--- config.mk ---
export PLATFORM = sky130hd
export DESIGN_NAME = frog_sprite_engine
export DESIGN_NICKNAME = d
export VERILOG_FILES = /design/src/rtl/frogger_pkg.sv /design/src/rtl/frog_pixel_shader.sv /design/src/rtl/frog_sprite_engine.sv
export SDC_FILE = /design/constraint.sdc
export NUM_CORES = 1
export LEC_CHECK = 0
export ABC_AREA = 0
export ABC_CLOCK_PERIOD_IN_PS = 8100
export BUFFER_PORTS_ARGS = -buffer_cell sky130_fd_sc_hd__buf_2
export CAP_MARGIN = 15
export CORE_UTILIZATION = 40
export CTS_BUF_LIST = sky130_fd_sc_hd__clkbuf_4 sky130_fd_sc_hd__clkbuf_8
export DETAILED_ROUTE_END_ITERATION = 8
export PLACE_DENSITY = 0.59
export SYNTH_ARGS = -nofsm -noshare
export SYNTH_HDL_FRONTEND = slang
export SYNTH_SLANG_ARGS = --single-unit
--- constraint.sdc ---
create_clock -name clk -period 8.1 [get_ports clk]
set_input_delay 2.43 -clock clk [delete_from_list [all_inputs] [get_ports clk]]
set_output_delay 2.43 -clock clk [all_outputs]
set_load 0.005 [all_outputs]
--- src/rtl/frogger_pkg.sv ---
// Shared types and constants for the frog sprite engine.
//  color_t      : 6-bit RRGGBB pixel colour
//  dir_e        : latched hop direction
//  frog_state_e : frog controller state (IDLE / HOP / DEAD)
//  one_hot4     : true when exactly one bit of a 4-bit vector is set
package frogger_pkg;

    typedef logic [5:0] color_t;

    typedef enum logic [1:0] {
        DIR_UP    = 2'd0,
        DIR_DOWN  = 2'd1,
        DIR_LEFT  = 2'd2,
        DIR_RIGHT = 2'd3
    } dir_e;

    typedef enum logic [1:0] {
        IDLE = 2'd0,
        HOP  = 2'd1,
        DEAD = 2'd2
    } frog_state_e;

    localparam color_t COLOR_BLACK = 6'b000000;
    localparam color_t COLOR_WHITE = 6'b111111;

    function automatic logic one_hot4(input logic [3:0] v);
        return (v != 4'b0000) && ((v & (v - 4'b0001)) == 4'b0000);
    endfunction

endpackage

--- src/rtl/frog_pixel_shader.sv ---
// Per-pixel colour decision for the frog layer, registered (1-cycle latency).
//  col_pos/row_pos  : current pixel
//  frog_x/frog_y    : frog top-left corner
//  frog_color       : colour the frog is drawn with this cycle (flash aware)
//  display_enable   : pixel column lies inside the playfield
//  color            : frog colour, grid colour or black
module frog_pixel_shader
    import frogger_pkg::*;
#(
    parameter int     COORD_W    = 10,
    parameter int     PLAY_X_MIN = 96,
    parameter int     PLAY_X_MAX = 544,
    parameter int     FROG_SIZE  = 32,
    parameter int     GRID_LOG2  = 5,
    parameter color_t GRID_COLOR = 6'b010101
) (
    input  logic               clk,
    input  logic               rst_n,
    input  logic [COORD_W-1:0] col_pos,
    input  logic [COORD_W-1:0] row_pos,
    input  logic [COORD_W-1:0] frog_x,
    input  logic [COORD_W-1:0] frog_y,
    input  color_t             frog_color,
    output logic               display_enable,
    output color_t             color
);

    localparam int EXT_W = COORD_W + 1;
    localparam logic [EXT_W-1:0] SIZE_E  = EXT_W'(FROG_SIZE);
    localparam logic [EXT_W-1:0] X_MIN_E = EXT_W'(PLAY_X_MIN);
    localparam logic [EXT_W-1:0] X_MAX_E = EXT_W'(PLAY_X_MAX);

    logic [EXT_W-1:0] col_e_s, row_e_s, fx_e_s, fy_e_s;
    logic             in_play_s, in_frog_s, on_grid_s;
    logic             display_enable_d, display_enable_q;
    color_t           color_d, color_q;

    // Widen by one bit so frog_x + FROG_SIZE cannot wrap.
    assign col_e_s = {1'b0, col_pos};
    assign row_e_s = {1'b0, row_pos};
    assign fx_e_s  = {1'b0, frog_x};
    assign fy_e_s  = {1'b0, frog_y};

    // Classify the current pixel and pick its colour.
    always_comb begin
        in_play_s = (col_e_s >= X_MIN_E) && (col_e_s <= X_MAX_E);
        in_frog_s = (col_e_s >= fx_e_s) && (col_e_s < fx_e_s + SIZE_E) &&
                    (row_e_s >= fy_e_s) && (row_e_s < fy_e_s + SIZE_E);
        on_grid_s = (col_pos[GRID_LOG2-1:0] == GRID_LOG2'(0)) ||
                    (row_pos[GRID_LOG2-1:0] == GRID_LOG2'(0));
        display_enable_d = 1'b0;
        color_d          = COLOR_BLACK;
        if (!in_play_s) begin
            display_enable_d = 1'b0;
            color_d          = COLOR_BLACK;
        end else if (in_frog_s) begin
            display_enable_d = 1'b1;
            color_d          = frog_color;
        end else if (on_grid_s) begin
            display_enable_d = 1'b1;
            color_d          = GRID_COLOR;
        end else begin
            display_enable_d = 1'b1;
            color_d          = COLOR_BLACK;
        end
    end

    // Output register for the pixel decision.
    always_ff @(posedge clk or negedge rst_n) begin
        if (!rst_n) begin
            display_enable_q <= 1'b0;
            color_q          <= COLOR_BLACK;
        end else begin
            display_enable_q <= display_enable_d;
            color_q          <= color_d;
        end
    end

    assign display_enable = display_enable_q;
    assign color          = color_q;

endmodule

--- src/rtl/frog_sprite_engine.sv ---
// Frog sprite engine: frog position, animated hops, hit flashing/respawn,
// and per-pixel rendering of frog plus grid overlay.
//  frame_tick      : 1-cycle pulse at start of vertical blank (motion pacing)
//  hop_req         : one-hot {up,down,left,right}, sampled every cycle
//  hit             : 1-cycle collision pulse
//  colPos/rowPos   : current pixel
//  frog_x/frog_y   : frog top-left, registered
//  hop_busy        : high while hopping or dead
//  display_enable  : pixel valid, registered
//  color           : pixel colour (RRGGBB), registered
module frog_sprite_engine
    import frogger_pkg::*;
#(
    parameter int     COORD_W      = 10,
    parameter int     PLAY_X_MIN   = 96,
    parameter int     PLAY_X_MAX   = 544,
    parameter int     PLAY_Y_MIN   = 0,
    parameter int     PLAY_Y_MAX   = 480,
    parameter int     FROG_SIZE    = 32,
    parameter int     X_START      = 304,
    parameter int     Y_START      = 448,
    parameter int     HOP_STEP     = 32,
    parameter int     HOP_FRAMES   = 4,
    parameter int     GRID_LOG2    = 5,
    parameter int     FLASH_FRAMES = 16,
    parameter color_t FROG_COLOR   = 6'b001100,
    parameter color_t GRID_COLOR   = 6'b010101
) (
    input  logic               clk,
    input  logic               rst_n,
    input  logic               frame_tick,
    input  logic [3:0]         hop_req,
    input  logic               hit,
    input  logic [COORD_W-1:0] colPos,
    input  logic [COORD_W-1:0] rowPos,
    output logic [COORD_W-1:0] frog_x,
    output logic [COORD_W-1:0] frog_y,
    output logic               hop_busy,
    output logic               display_enable,
    output color_t             color
);

    localparam int CNT_MAX = (FLASH_FRAMES > HOP_FRAMES) ? FLASH_FRAMES : HOP_FRAMES;
    localparam int CNT_W   = $clog2(CNT_MAX + 1);
    // Extra bits plus sign so a rejected target (e.g. above row 0) stays negative.
    localparam int EXT_W   = COORD_W + 3;

    localparam logic [COORD_W-1:0] X_START_C = COORD_W'(X_START);
    localparam logic [COORD_W-1:0] Y_START_C = COORD_W'(Y_START);
    localparam logic [COORD_W-1:0] STEP_C    = COORD_W'(HOP_STEP / HOP_FRAMES);
    localparam logic [CNT_W-1:0]   FLASH_C   = CNT_W'(FLASH_FRAMES);
    localparam logic [CNT_W-1:0]   LAST_HOP  = CNT_W'(HOP_FRAMES - 1);

    localparam logic signed [EXT_W-1:0] HOP_E   = EXT_W'(HOP_STEP);
    localparam logic signed [EXT_W-1:0] SIZE_E  = EXT_W'(FROG_SIZE);
    localparam logic signed [EXT_W-1:0] ONE_E   = EXT_W'(1);
    localparam logic signed [EXT_W-1:0] X_MIN_E = EXT_W'(PLAY_X_MIN);
    localparam logic signed [EXT_W-1:0] X_MAX_E = EXT_W'(PLAY_X_MAX);
    localparam logic signed [EXT_W-1:0] Y_MIN_E = EXT_W'(PLAY_Y_MIN);
    localparam logic signed [EXT_W-1:0] Y_MAX_E = EXT_W'(PLAY_Y_MAX);

    frog_state_e        state_d, state_q;
    dir_e               dir_d, dir_q;
    logic [COORD_W-1:0] x_d, x_q, y_d, y_q;
    logic [CNT_W-1:0]   cnt_d, cnt_q;
    logic               phase_d, phase_q;
    logic               hop_busy_d, hop_busy_q;

    logic signed [EXT_W-1:0] tgt_x_s, tgt_y_s;
    dir_e                    req_dir_s;
    logic                    req_ok_s;
    color_t                  frog_color_s;

    // Candidate hop target and whether it keeps the whole frog on the playfield.
    always_comb begin
        tgt_x_s   = signed'({3'b000, x_q});
        tgt_y_s   = signed'({3'b000, y_q});
        req_dir_s = DIR_UP;
        case (hop_req)
            4'b1000: begin tgt_y_s = tgt_y_s - HOP_E; req_dir_s = DIR_UP;    end
            4'b0100: begin tgt_y_s = tgt_y_s + HOP_E; req_dir_s = DIR_DOWN;  end
            4'b0010: begin tgt_x_s = tgt_x_s - HOP_E; req_dir_s = DIR_LEFT;  end
            4'b0001: begin tgt_x_s = tgt_x_s + HOP_E; req_dir_s = DIR_RIGHT; end
            default: begin req_dir_s = DIR_UP; end
        endcase
        req_ok_s = one_hot4(hop_req) &&
                   (tgt_x_s >= X_MIN_E) && (tgt_x_s + SIZE_E - ONE_E <= X_MAX_E) &&
                   (tgt_y_s >= Y_MIN_E) && (tgt_y_s + SIZE_E <= Y_MAX_E);
    end

    // Controller next-state: hit beats a frame step, which beats a hop request.
    always_comb begin
        state_d = state_q;
        dir_d   = dir_q;
        x_d     = x_q;
        y_d     = y_q;
        cnt_d   = cnt_q;
        phase_d = phase_q;
        case (state_q)
            IDLE: begin
                if (hit) begin
                    state_d = DEAD;
                    cnt_d   = FLASH_C;
                    phase_d = 1'b0;
                end else if (req_ok_s) begin
                    state_d = HOP;
                    dir_d   = req_dir_s;
                    cnt_d   = CNT_W'(0);
                end else begin
                    state_d = IDLE;
                end
            end
            HOP: begin
                if (hit) begin
                    state_d = DEAD;
                    cnt_d   = FLASH_C;
                    phase_d = 1'b0;
                end else if (frame_tick) begin
                    case (dir_q)
                        DIR_UP:    y_d = y_q - STEP_C;
                        DIR_DOWN:  y_d = y_q + STEP_C;
                        DIR_LEFT:  x_d = x_q - STEP_C;
                        DIR_RIGHT: x_d = x_q + STEP_C;
                        default:   x_d = x_q;
                    endcase
                    if (cnt_q == LAST_HOP) begin
                        state_d = IDLE;
                        cnt_d   = CNT_W'(0);
                    end else begin
                        cnt_d = cnt_q + CNT_W'(1);
                    end
                end else begin
                    state_d = HOP;
                end
            end
            DEAD: begin
                // A hit while dead does not restart the flash.
                if (frame_tick) begin
                    if (cnt_q <= CNT_W'(1)) begin
                        state_d = IDLE;
                        x_d     = X_START_C;
                        y_d     = Y_START_C;
                        cnt_d   = CNT_W'(0);
                        phase_d = 1'b0;
                    end else begin
                        cnt_d   = cnt_q - CNT_W'(1);
                        phase_d = ~phase_q;
                    end
                end else begin
                    state_d = DEAD;
                end
            end
            default: begin
                state_d = IDLE;
                x_d     = X_START_C;
                y_d     = Y_START_C;
                cnt_d   = CNT_W'(0);
                phase_d = 1'b0;
            end
        endcase
        hop_busy_d = (state_d != IDLE);
    end

    // Controller state register.
    always_ff @(posedge clk or negedge rst_n) begin
        if (!rst_n) begin
            state_q    <= IDLE;
            dir_q      <= DIR_UP;
            x_q        <= X_START_C;
            y_q        <= Y_START_C;
            cnt_q      <= CNT_W'(0);
            phase_q    <= 1'b0;
            hop_busy_q <= 1'b0;
        end else begin
            state_q    <= state_d;
            dir_q      <= dir_d;
            x_q        <= x_d;
            y_q        <= y_d;
            cnt_q      <= cnt_d;
            phase_q    <= phase_d;
            hop_busy_q <= hop_busy_d;
        end
    end

    // Flash alternates frog colour and white while dead, starting with frog colour.
    assign frog_color_s = ((state_q == DEAD) && phase_q) ? COLOR_WHITE : FROG_COLOR;

    assign frog_x   = x_q;
    assign frog_y   = y_q;
    assign hop_busy = hop_busy_q;

    frog_pixel_shader #(
        .COORD_W    (COORD_W),
        .PLAY_X_MIN (PLAY_X_MIN),
        .PLAY_X_MAX (PLAY_X_MAX),
        .FROG_SIZE  (FROG_SIZE),
        .GRID_LOG2  (GRID_LOG2),
        .GRID_COLOR (GRID_COLOR)
    ) u_shader (
        .clk            (clk),
        .rst_n          (rst_n),
        .col_pos        (colPos),
        .row_pos        (rowPos),
        .frog_x         (x_q),
        .frog_y         (y_q),
        .frog_color     (frog_color_s),
        .display_enable (display_enable),
        .color          (color)
    );

endmodule
# [After elaboration in Yosys (flattened, before gate mapping)]
# Cells that the tools add are included.
[classes] addsub=16 multipliers=0 div_mod_pow=0 magnitude_cmp=11 n_eq_ne=19 shift=0 mux=40 bitwise=4 reduce_logical=24
[ops] op="two-way mux 10 bit" count=8
[ops] op="case mux 10 bit (3 select lines)" count=2
[ops] op="case mux 13 bit (2 select lines)" count=2
[ops] op="adder 10 x 6 -> 11 bit, second input constant" count=4
[ops] op="two-way mux 5 bit" count=8
[ops] op="case mux 10 bit (2 select lines)" count=2
[ops] op="adder 13 x 7 -> 13 bit, second input constant" count=2
[ops] op="less-than comparator 10 x 11 -> 1 bit" count=2
[ops] op="subtractor 10 x 6 -> 11 bit, second input constant" count=2
[ops] op="adder 10 x 4 -> 10 bit, second input constant" count=2
[ops] op=">= comparator 10 bit" count=2
[ops] op="subtractor 10 x 4 -> 10 bit, second input constant" count=2
[ops] op="two-way mux 6 bit" count=3
[ops] op="case mux 5 bit (3 select lines)" count=1
[ops] op=">= comparator 13 x 1 -> 1 bit, second input constant" count=1
[ops] op=">= comparator 13 x 8 -> 1 bit, second input constant" count=1
[ops] op="<= comparator 13 x 10 -> 1 bit, second input constant" count=1
[ops] op="<= comparator 13 x 11 -> 1 bit, second input constant" count=1
[ops] op="subtractor 13 x 2 -> 13 bit, second input constant" count=1
[ops] op="two-way mux 2 bit" count=6
[ops] op="case mux 2 bit (3 select lines)" count=2
[ops] op="AND reduction 6 bit" count=2
[ops] op=">= comparator 10 x 7 -> 1 bit, second input constant" count=1
[ops] op="<= comparator 10 bit, second input constant" count=1
[ops] op="29 further kinds" count=55
[totals] regBits=38 latch_bits=0 ramBits=0 romBits=0 input_bits=28 out_inout_bits=28 wordCells=123 memories=0

# [Depth between registers and ports, before layout]
# Gate-level depths: netlist (run 1).
[depth] ltp_word=12 mapped_depth=16 depth_no_buf=14

# [Modules after synthesis]
# A second synthesis (run 1) with hierarchy kept.
[unflattened] hier_cells=451 hier_area_um2=3841.2
[by_module_without_submodules] module="frog_sprite_engine" instances=1 cells_per_inst=304 area_each_um2=2600.0 seq_area_each_um2=633.1
[by_module_without_submodules] module="frog_pixel_shader" instances=1 cells_per_inst=147 area_each_um2=1241.2 seq_area_each_um2=175.2

# [Worst setup path before layout (run 1)]
# OpenSTA, ideal clock, no wires.
[synth_timing] path_kind="input port to flip-flop" from="input port hop_req[1]" to="register cnt_q[3]" t_arrival_ps=5038 setup_slack_ps=2933 stages=15 n_path_buf=2 cell_sequence="or4b_1 > clkbuf_1 > o21ai_0 > nor2_1 > a21oi_1 > ha_1 > or3_1 > o31ai_1 > a211oi_1 > mux2i_1 > nand3_1 > a21o_1 > buf_6 > o21ai_0 > o31ai_1"
[synth_via] elab_chain_len=10 word_cells_on_any_way=24 classes_between="add/sub (4); order compare (4); eq/ne (5); mux (2); bitwise (1); reduce/logical (8)"
[synth_rtl] item="start: declaration" line_no="frog_sprite_engine.sv:32" rtl="input logic [3:0] hop_req,"
[synth_rtl] item="== test 4 x 1 -> 1 bit (tied with other cells)" line_no="frog_sprite_engine.sv:79" rtl="case (hop_req)"
[synth_rtl] item="case mux 13 bit (2 select lines) or bitwise AND 4 bit (tied branches)" line_no="frog_sprite_engine.sv:79, frogger_pkg.sv:27"
[synth_rtl] item="adder 13 x 7 -> 13 bit or logical NOT 4 bit (tied branches)" line_no="frog_sprite_engine.sv:87, frogger_pkg.sv:27"
[synth_rtl] item="subtractor 13 x 2 -> 13 bit or logical AND 1 bit (tied branches)" line_no="frog_sprite_engine.sv:87, frogger_pkg.sv:27"
[synth_rtl] item="<= comparator 13 x 11 -> 1 bit or logical AND 1 bit (tied branches)" line_no="frog_sprite_engine.sv:87, frog_sprite_engine.sv:86"
[synth_rtl] item="logical AND 1 bit (2 in series)" line_no="frog_sprite_engine.sv:87" rtl="(tgt_x_s >= X_MIN_E) && (tgt_x_s + SIZE_E - ONE_E <= X_MAX_E) &&"
[synth_rtl] item="logical AND 1 bit *" line_no="frog_sprite_engine.sv:88" rtl="(tgt_y_s >= Y_MIN_E) && (tgt_y_s + SIZE_E <= Y_MAX_E);"
[synth_rtl] item="!= test 3 bit (no source line) *"
[synth_rtl] item="AND reduction 3 bit (no source line) *"
[synth_rtl] item="end signal: assignment" line_no="frog_sprite_engine.sv:179" rtl="cnt_q <= cnt_d;"
[synth_rtl] item="end: declaration" line_no="frog_sprite_engine.sv:65" rtl="logic [CNT_W-1:0] cnt_d, cnt_q;"
# Every way passes the cells marked *; elsewhere a longest branch is shown, timed or not.
# A chain may end at the register's enable or synchronous reset.

# [Worst setup path after layout (run 1)]
[layout_timing] from="input port hop_req[0]" to="register cnt_q[3]"
# The elaborated chain is that of the path after synthesis.

==> out/metrics.csv, run 1 <==
stage;metric;value;unit
run_status;status;finished, final reports clean;
detailed_routing;vias;2908;
timing;setup_ws;2.81;ns
yosys;syn_inst;391;
yosys;async_reset_ff_frac;1.00;
grt;grt_pass1_wl;12800;um
run;drv_cap;0;
grt;antenna_found_initial;0;
timing;slew_violations;0;
placement;globalplace.congestion;0.824;
yosys;synthMuxAreaShare;0.0131;
power;power_frac_comb;0.616;
hold_path;hp-class;reg2reg;
detailed_routing;ant_nets;0;
hold_path;hold_path_depth;2;
power;power_frac_seq;0.265;
yosys;synth_seq_area_share;0.233;
yosys;synth_top_family_by_area;compound AO/OA/AOI/OAI gates;
clocking;cts_max_path_buffers;2;
yosys;yosys_warnings;0;
clocking;cts_root_buf;clkbuf_8;
setup_path;r2r_slack;4.66;ns
detailed_routing;drtIter0Drc;126;
clocking;cts-resized-gates;0;
power;peakVddDrop;0.000146;V
timing;finalHoldViolCount;0;
placement;dp_hpwl;6070;um
detailed_routing;via_per_inst;5.48;
detailed_routing;finalWirelength;7590;um
yosys;netlist_area;3250;um^2
timing;period_minus_slack;5.29;ns
yosys;synthTopCellsByCount;43 x ha_1, 31 x inv_1, 29 x a21oi_1;
setup_path;reg2reg_from;frog_y[5]$_DFFE_PN0P_;
yosys;yosys-top-cells-area;dfrtp_1 18%, ha_1 17%, xnor2_1 5.7%;
yosys;synth_top_flop_cell;dfrtp_1;
finish;fin_area;3610;um^2
setup_path;r2r-end;cnt_q[3]$_DFFE_PN0P_;
setup_path;reg2reg_depth;14;
power;powerDensity;334;nW/um^2
detailed_routing;firstDrtPassIters;4;
clocking;hold_buffers;0;
timing;finalCritPeriodShare;0.653;
setup_path;path_class;in2reg;
floorplan;fp.dieW;92.2;um
timing;max_freq;0.189;GHz
clocking;cts_tree;built;
yosys;synth-simple-area-share;0.182;
finish;drive_above_1_share;0.175;
power;p_sw_frac;0.456;
yosys;synth_compound_area_frac;0.249;
clocking;htree_num_levels;2;
timing;setup-tns-final;0;ns
timing;grt_setup_unrepaired;false;
timing;setup_viol;0;
floorplan;die_area;8490;um^2
power;p_clk_frac;0.119;
placement;placed_cell_area;3500;um^2
grt;grt_pass1_vias;2688;
setup_path;end_kind;register;
floorplan;initial_core_util;0.417;
yosys;ys_ff_latch;30;
grt;grt.total_usage;0.190;
setup_path;cp_max_fo;14;
grt;grt_max_degree;31;
timing;skew;0.00544;ns
floorplan;core.rowCount;32;
clocking;clk_latency;0.28;ns
clocking;numCtsBuffers;5;
power;p_leak;1.68;nW
power;internal_power;656;uW
yosys;yosysTopAreaCell;dfrtp_1;
clocking;clock_sinks;30;
floorplan;core_area;7810;um^2
placement;place.port_buffers;49;
placement;post-place-ws;2.53;ns
floorplan;io_pins;56;
power;switchingPower;549;uW
clocking;post-cts-setup-buffers;0;
clocking;clk_pin_slew;0.07;ns
finish;antenna_cells;0;
hold_path;whs_endpoint;phase_q$_DFFE_PN0P_;
finish;syn_to_final_growth;11.1;%
detailed_routing;remaining_drc_errors;0;
timing;tightest_slew;0.686;ns
yosys;synthMostInstantiatedCell;ha_1;
timing;maxSlewHeadroom;0.543;
detailed_routing;wl_per_cell;14.3;um
yosys;synthAdderAreaFrac;0.178;
setup_path;cp.required;8.26;ns
yosys;synth_xor_area_frac;0.0646;
yosys;synth_edf_count;0;
grt;grt.overflow.total;0;
finish;fin_nets;501;
setup_path;critPathLaunchType;input pin;
yosys;syn_avg_cell_area;8.32;um^2
yosys;post-synth-top-area-fraction;0.185;
setup_path;arrival;5.44;ns
yosys;synth_cell_types;62;
hold_path;hp-start;phase_q$_DFFE_PN0P_;
floorplan;fp.dieH;92.2;um
cells by family (layout without fill, tap and decap cells):
| family | Yosys count | in the layout |
|---|---|---|
| and+or+nand+nor | 109 | 109 |
| buffers and inverters | 55 | 88 |
| DFF | 30 | 30 |
| xor gates and xnor gates | 24 | 24 |
| adders and majority gates | 45 | 45 |
| muxes | 4 | 4 |
| other | 1 | 6 |
| AOI/OAI and AO/OA | 123 | 123 |
stage by stage:
step                std cells  hold WS, ns  total power, mW  utilization
global placement          523        0.489             1.05        0.449
CTS                       531        0.528             1.22        0.463
detailed placement        523        0.511             1.07        0.449
global route              531        0.561             1.35        0.463
floorplan                 396        0.463            0.895            -
finish                    531        0.527             1.20        0.463
worst max-delay path: stages:
cell,delay (ns)
buf_2,0.18
or4b_1,0.65
o21ai_0,0.13
nor2_1,0.06
a21oi_1,0.17
ha_1,0.25
or3_1,0.31
o31ai_1,0.28
a211oi_1,0.12
mux2i_1,0.18
nand3_1,0.11
a21o_1,0.30
o21ai_0,0.19
o31ai_1,0.09
cell type report:
type                    count  area, um^2
inverters                  31         116
multi-input cells         311        2250
repair buffers             49         245
flip-flops and latches     30         758
well taps                 102         128
fillers                   793        4200
clock buffers               8         110
flip-flops by register name (all words and copies together) (netlist names):
name	cells
u_shader.color	4
u_shader.display_enable	1
dir_q	2
phase_q	1
state_q	2
hop_busy	1
frog_y	7
frog_x	7
cnt_q	5
placed cells by master, fill, tap and decap left out, types with 4 or more instances in the layout:
| cell type | netlist | routed |
|---|---|---|
| and3_1 | 4 | 4 |
| nand2_1 | 16 | 16 |
| o21a_1 | 8 | 8 |
| dfrtp_1 | 24 | 24 |
| inv_1 | 31 | 31 |
| xnor2_1 | 21 | 21 |
| nand3_1 | 12 | 12 |
| or2_2 | 4 | 4 |
| dfstp_2 | 6 | 6 |
| o22a_1 | 4 | 4 |
| ha_1 | 43 | 43 |
| nor2b_1 | 5 | 5 |
| nand2b_1 | 8 | 8 |
| conb_1 | 1 | 6 |
| clkbuf_8 | 0 | 8 |
| nor2_1 | 28 | 28 |
| a21oi_1 | 29 | 29 |
| buf_2 | 2 | 49 |
| nor3_1 | 11 | 11 |
| o22ai_1 | 6 | 6 |
| o21ai_0 | 24 | 24 |
| a21o_1 | 13 | 13 |
worst max-delay path by stage:
stage / from / end / slack (ns) / cells after the start
CTS: hop_req[0] / cnt_q[3]$_DFFE_PN0P_ / 2.82 / 14
finish: hop_req[0] / cnt_q[3]$_DFFE_PN0P_ / 2.81 / 14
floorplan: hop_req[1] / cnt_q[3]$_DFFE_PN0P_ / 2.93 / 15
detailed placement: hop_req[0] / cnt_q[3]$_DFFE_PN0P_ / 2.53 / 14
global route: hop_req[2] / cnt_q[3]$_DFFE_PN0P_ / 2.44 / 14
global placement: hop_req[0] / cnt_q[3]$_DFFE_PN0P_ / 2.57 / 14
per-layer routing:
metal	global-route usage	routed length [um]	up-vias
met5	0	0	-
met1	0.272	3800	1361
met3	0.0232	242	6
li1	-	-	1485
met4	0.0508	78	0
met2	0.302	3470	56
power by group through the flow:
stage / clock network, mW / registers, mW / logic, mW
global route: 0.154 / 0.335 / 0.863
CTS: 0.148 / 0.320 / 0.749
floorplan: 0 / 0.269 / 0.626
global placement: 0 / 0.321 / 0.731
detailed placement: 0 / 0.322 / 0.745
finish: 0.143 / 0.319 / 0.743
Power figures use the tool's default switching activity.
==> run 2: changes to the inputs <==
- ABC_AREA: 0 -> 1
- ABC_CLOCK_PERIOD_IN_PS: 8100 -> 5200
- clock period: 8.1 -> 5.2 ns (I/O delays scaled with it)
==> run 2 against run 1 <==
  * Worst hold slack got worse by 0.016 ns
  * Non-clock buffer count did not move
  * Sequential share of layout area down 1.3 points
  * Synthesized cell count increased by 26%
  * Synthesized area increased by 3.9%
  * Largest cell class unchanged
  * Highest routed layer unchanged
==> out/metrics.csv, run 2 <==
stage;metric;value;unit
clocking;cts_root_buf;clkbuf_8;
timing;period_minus_slack;3.41;ns
grt;grt.total_usage;0.206;
setup_path;end_kind;register;
floorplan;fp.dieW;93.9;um
setup_path;path_delay_family;simple AND/OR/NAND/NOR gates;
finish;fin_area;3840;um^2
finish;num-fill-cells;872;
detailed_routing;drtIter0Drc;121;
hold_path;hp-class;reg2reg;
floorplan;initial_core_util;0.413;
hold_path;hp-start;phase_q$_DFFE_PN0P_;
timing;setup-tns-final;0;ns
grt;grt_pass1_vias;3016;
power;power.total;1.10;mW
timing;slew_violations;0;
yosys;synth_cell_types;36;
timing;max_freq;0.293;GHz
yosys;yosys_warnings;0;
setup_path;path_cells;buf_2 > nor2_2 > nand2_2 > nand3_1 > nand3_1 > ha_1 > nor3_1 > nand2_1 > nand2_1 > inv_1 > nand3_1 > nor2_1 > nor2_1 > nand4_1 > nand2_1 > o21ai_1;
yosys;synth_seq_area_share;0.224;
yosys;synthMostInstantiatedCell;nand2_1;
placement;dp_hpwl;7140;um
yosys;ys_ff_latch;30;
finish;drive_above_1_share;0.170;
timing;tightest_slew;0.697;ns
finish;final_cell_count_no_fill;651;
placement;numPlacedInstances;643;
setup_path;path_class;in2reg;
detailed_routing;remaining_drc_errors;0;
yosys;synth_top_family_by_area;simple AND/OR/NAND/NOR gates;
clocking;clk_latency;0.28;ns
hold_path;whs_endpoint;phase_q$_DFFE_PN0P_;
grt;grt_pass1_wl;14200;um
detailed_routing;vias;3318;
finish;syn_to_final_growth;13.8;%
clocking;cts-resized-gates;0;
clocking;htree_num_levels;2;
timing;maxSlewHeadroom;0.535;
floorplan;fp.dieH;93.9;um
run_status;status;finished, final reports clean;
power;peakVddDrop;0.000233;V
power;p_leak;2.02;nW
yosys;syn_avg_cell_area;6.84;um^2
grt;grt.overflow.total;0;
placement;globalplace.congestion;0.898;
yosys;synth-simple-area-share;0.341;
finish;final_cell_mix;105 x nand2_1, 60 x inv_1, 54 x nor2_1;
placement;place.port_buffers;49;
setup_path;arrival;3.59;ns
clocking;clk_pin_slew;0.07;ns
timing;setup_viol;0;
yosys;syn_inst;494;
setup_path;cp.required;5.37;ns
setup_path;r2r-end;dir_q[0]$_DFFE_PN0P_;
detailed_routing;via_per_inst;5.10;
timing;skew;0.00502;ns
finish;antenna_cells;0;
clocking;post-cts-setup-buffers;0;
yosys;synth_top_flop_cell;dfrtp_1;
yosys;synthTopCellsByCount;105 x nand2_1, 60 x inv_1, 54 x nor2_1;
yosys;synthMuxAreaShare;0;
clocking;clock_sinks;30;
detailed_routing;ant_nets;0;
clocking;numCtsBuffers;5;
yosys;async_reset_ff_frac;1.00;
yosys;yosysTopAreaCell;dfrtp_1;
yosys;netlist_area;3380;um^2
clocking;cts_tree;built;
detailed_routing;wl_per_cell;13.3;um
placement;placed_cell_area;3700;um^2
run;drv_cap;0;
finish;fin_nets;618;
floorplan;die_area;8820;um^2
floorplan;io_pins;56;
timing;fin_hold_ws;0.511;ns
hold_path;hold_path_depth;1;
grt;antenna_found_initial;0;
grt;grt_max_degree;31;
setup_path;reg2reg_depth;16;
timing;grt_setup_unrepaired;false;
yosys;yosys-top-cells-area;dfrtp_1 18%, ha_1 16%, nand2_1 12%;
setup_path;critPathSlowestCell;ha_1;
yosys;synthAdderAreaFrac;0.171;
floorplan;core.rowCount;33;
clocking;cts_max_path_buffers;2;
setup_path;slowest_delay;0.31;ns
clocking;hold_buffers;0;
timing;finalHoldViolCount;0;
finish;final_common_cell;nand2_1;
power;powerDensity;287;nW/um^2
detailed_routing;finalWirelength;8680;um
detailed_routing;firstDrtPassIters;5;
yosys;synth_compound_area_frac;0.126;
setup_path;cp_max_fo;7;
setup_path;path_buf_inv;2;
yosys;synth_xor_area_frac;0.0415;
timing;finalCritPeriodShare;0.656;
setup_path;critPathLaunchType;input pin;
yosys;post-synth-top-area-fraction;0.178;
setup_path;reg2reg_from;frog_y[5]$_DFFE_PN0P_;
yosys;synth_edf_count;0;
setup_path;r2r_slack;2.39;ns
floorplan;core_area;8180;um^2
[run 2: cell types whose count changed after synthesis, moves of 9 or more]
cell,previous run,this run
a21o_1,13,2
nand2_2,0,10
nor2_1,28,54
clkbuf_1,11,0
inv_1,31,60
xnor2_1,21,5
nor2_2,0,9
nand2_1,16,105
nand3_1,12,43
nand4_1,2,13
[run 2: area by class of cell]
| class | count | area [um^2] | share of cell area |
|---|---|---|---|
| inverters | 66 | 248 | 0.0644 |
| clock inverters | 2 | 60.1 | 0.0156 |
| clock buffers | 6 | 82.6 | 0.0215 |
| multi-input cells | 393 | 2320 | 0.603 |
| well taps | 105 | 131 | 0.0342 |
| flip-flops and latches | 30 | 758 | 0.197 |
| repair buffers | 49 | 245 | 0.0638 |
[run 2: worst max path at each step]
| stage | start | to | slack [ns] | cells after the start |
|---|---|---|---|---|
| 2_1_floorplan | hop_req[1] | dir_q[0]$_DFFE_PN0P_ | 1.96 | 15 |
| 3_3_place_gp | hop_req[1] | dir_q[1]$_DFFE_PN0P_ | 1.64 | 17 |
| 3_5_place_dp | hop_req[1] | dir_q[0]$_DFFE_PN0P_ | 1.51 | 16 |
| 4_1_cts | hop_req[1] | dir_q[0]$_DFFE_PN0P_ | 1.81 | 16 |
| 5_1_grt | hop_req[1] | dir_q[1]$_DFFE_PN0P_ | 1.52 | 16 |
| 6_report | hop_req[1] | dir_q[0]$_DFFE_PN0P_ | 1.79 | 16 |
[run 2: kinds of logic (layout without fill, tap and decap cells)]
logic type,count (synthesis),in the layout
adders and majority gates,45,45
xor gates and xnor gates,16,16
buffers and inverters,76,123
DFF,30,30
AOI/OAI and AO/OA,73,73
other,1,6
and+or+nand+nor,253,253
[run 2: report_power, final]
part           switching [mW]  internal, mW  leakage [nW]
logic                   0.288         0.190          1.57
clock network          0.0922         0.204        0.0714
registers              0.0561         0.274         0.379
total                   0.436         0.668          2.02
[run 2: per-layer routing]
metal	vias up	track usage	share of wire
li1	1742	-	-
met1	1492	0.284	0.49
met2	73	0.329	0.45
met3	11	0.0291	0.038
met4	0	0.0654	0.019
met5	-	0	0
[run 2: stage by stage]
stage / worst slack, ns / utilization
6_report: 1.79 / 0.470
5_1_grt: 1.52 / 0.470
3_5_place_dp: 1.51 / 0.453
4_1_cts: 1.81 / 0.470
2_1_floorplan: 1.96 / -
3_3_place_gp: 1.64 / 0.453
==> run 3: changes to the inputs <==
- ABC_AREA: 1 -> 0
- ABC_CLOCK_PERIOD_IN_PS: 5200 -> 2900
- PLACE_DENSITY: 0.59 -> 0.61
- clock period: 5.2 -> 2.9 ns (I/O delays scaled with it)
==> run 3 against run 2 <==
  * The run now ends with negative setup slack left
  * Worst setup slack worse by 2.4 ns
  * Sequential share of layout area is 1.1 points lower
  * Final cell count down 12%
  * Non-clock buffer count grew 44
  * Critical path depth decreased by 3
  * Total power rose to 3.5 times the previous value
  * Worst hold slack improved by 0.0074 ns
  * First-iteration DRC count up 16%
  * Highest routed layer unchanged
==> out/metrics.csv, run 3 (synthesis results as in run 1) <==
stage;metric;value;unit
run_status;status;complete, but fails checks;
run_status;violations;negative setup slack;
finish;drive_above_1_share;0.291;
setup_path;slowest_delay;0.57;ns
detailed_routing;via_per_inst;5.41;
grt;antenna_found_initial;0;
timing;fin_hold_ws;0.518;ns
detailed_routing;drtIter0Drc;140;
setup_path;reg2reg_depth;14;
timing;setup_viol;9;
clocking;hold_buffers;0;
timing;skew;0.00765;ns
clocking;numCtsBuffers;5;
run;drv_cap;0;
detailed_routing;wl_per_cell;14.1;um
timing;max_freq;0.286;GHz
power;p_sw_frac;0.442;
placement;globalplace.congestion;0.850;
grt;grt_max_degree;31;
hold_path;hp-start;phase_q$_DFFE_PN0P_;
hold_path;hold_path_depth;2;
setup_path;r2r-end;dir_q[0]$_DFFE_PN0P_;
power;switchingPower;1.73;mW
clocking;cts_tree;built;
grt;grt_pass1_vias;2871;
finish;fin_nets;546;
grt;grt.overflow.total;0;
setup_path;end_kind;register;
timing;finalHoldViolCount;0;
timing;grt_setup_unrepaired;true;
setup_path;path_class;in2reg;
clocking;clk_latency;0.28;ns
setup_path;critPathLaunchType;input pin;
power;power_frac_seq;0.207;
floorplan;core_area;7810;um^2
clocking;clock_sinks;30;
timing;maxSlewHeadroom;0.542;
setup_path;r2r_slack;-0.27;ns
power;power_frac_comb;0.687;
clocking;clk_pin_slew;0.07;ns
finish;syn_to_final_growth;25.1;%
detailed_routing;remaining_drc_errors;0;
power;internal_power;2.18;mW
floorplan;die_area;8490;um^2
setup_path;critPathSlowestCell;or4b_4;
hold_path;whs_endpoint;phase_q$_DFFE_PN0P_;
setup_path;path_buf_inv;2;
floorplan;fp.dieW;92.2;um
floorplan;initial_core_util;0.417;
power;p_clk_frac;0.106;
power;powerDensity;961;nW/um^2
setup_path;cp.required;3.12;ns
timing;setup_ws;-0.600;ns
floorplan;fp.dieH;92.2;um
clocking;htree_num_levels;2;
detailed_routing;finalWirelength;8090;um
setup_path;reg2reg_from;frog_y[6]$_DFFE_PN1P_;
finish;postLayoutCoreUtil;0.521;
finish;final_cell_mix;47 x buf_2, 44 x buf_4, 43 x ha_1;
timing;tightest_slew;0.688;ns
finish;antenna_cells;0;
placement;place.port_buffers;49;
setup_path;path_cells;buf_6 > or4b_4 > a21oi_2 > a21oi_2 > ha_1 > or3_4 > o31ai_4 > a211oi_2 > mux2i_2 > buf_4 > nand4_1 > a21oi_1 > a21o_1;
finish;num-fill-cells;761;
setup_path;path_delay_family;simple AND/OR/NAND/NOR gates;
floorplan;core.rowCount;32;
finish;multi_input_area;2370;um^2
clocking;cts_max_path_buffers;2;
finish;final_common_cell;buf_2;
placement;dp_hpwl;6380;um
clocking;cts_root_buf;clkbuf_8;
setup_path;crit_path_frequent_cell;a21oi_2;
setup_path;arrival;3.72;ns
grt;grt_pass1_wl;13400;um
power;peakVddDrop;0.000503;V
timing;period_minus_slack;3.50;ns
hold_path;hp-class;reg2reg;
detailed_routing;ant_nets;0;
detailed_routing;firstDrtPassIters;4;
timing;slew_violations;0;
setup_path;cp_max_fo;5;
timing;finalCritPeriodShare;1.21;
power;p_leak;1.91;nW
detailed_routing;vias;3115;
floorplan;io_pins;56;
finish;seq_area;758;um^2
grt;grt.total_usage;0.196;
## run 3: tightest hold or removal path: stages, from the launching register on
cell	delay, ns
dfrtp_1	0.37
nand2_1	0.05
o21ai_0	0.06
## run 3: cell type report
class,instances,area share
multi-input combinational,312,0.582
timing repair buffer,93,0.145
inverter,31,0.0286
clock buffer,5,0.0169
tap,102,0.0314
clock inverter,3,0.00984
sequential,30,0.186
## run 3: power groups by stage
stage	registers (mW)	logic [mW]	clock network, mW
finish	0.809	2.69	0.413
global route	0.833	3.02	0.440
CTS	0.801	2.51	0.422
detailed placement	0.806	2.44	0
global placement	0.804	2.39	0
floorplan	0.751	1.76	0
## run 3: how the worst max path moves through the flow
stage | startpoint | to | slack (ns) | cells after the start
final | hop_req[0] | dir_q[0]$_DFFE_PN0P_ | -0.60 | 13
after floorplan | hop_req[1] | cnt_q[3]$_DFFE_PN0P_ | -0.65 | 15
after global placement | hop_req[1] | cnt_q[3]$_DFFE_PN0P_ | -0.89 | 14
after global routing | hop_req[0] | dir_q[0]$_DFFE_PN0P_ | -0.71 | 13
after CTS | hop_req[1] | cnt_q[1]$_DFFE_PN0P_ | -0.56 | 13
after detailed placement | hop_req[1] | cnt_q[3]$_DFFE_PN0P_ | -1.01 | 14
## run 3: per-layer routing
metal  routed length [um]  vias to the layer above  GRT usage
met2                 3790                       80      0.320
met1                 3800                     1458      0.273
met3                  413                        7     0.0224
met4                   85                        0     0.0547
li1                     -                     1570          -
met5                    0                        -          0
## run 3: stage by stage
stage	setup slack (ns)	cell area (um^2)	total power, mW	TNS, ns	cells
6_report	-0.600	4070	3.91	-5.04	576
5_1_grt	-0.707	4070	4.30	-5.97	576
4_1_cts	-0.557	3980	3.74	-4.25	574
3_5_place_dp	-1.01	3810	3.25	-8.98	564
3_3_place_gp	-0.891	3810	3.20	-8.02	564
2_1_floorplan	-0.649	3280	2.52	-4.51	396
## run 3: what timing repair did
item | CTS | global route
cloned | 1 | 0
gates resized for setup | 11 | 17
pin swaps | 3 | 16
setup buffers | 1 | 2
setup endpoints to repair | 9 | 13
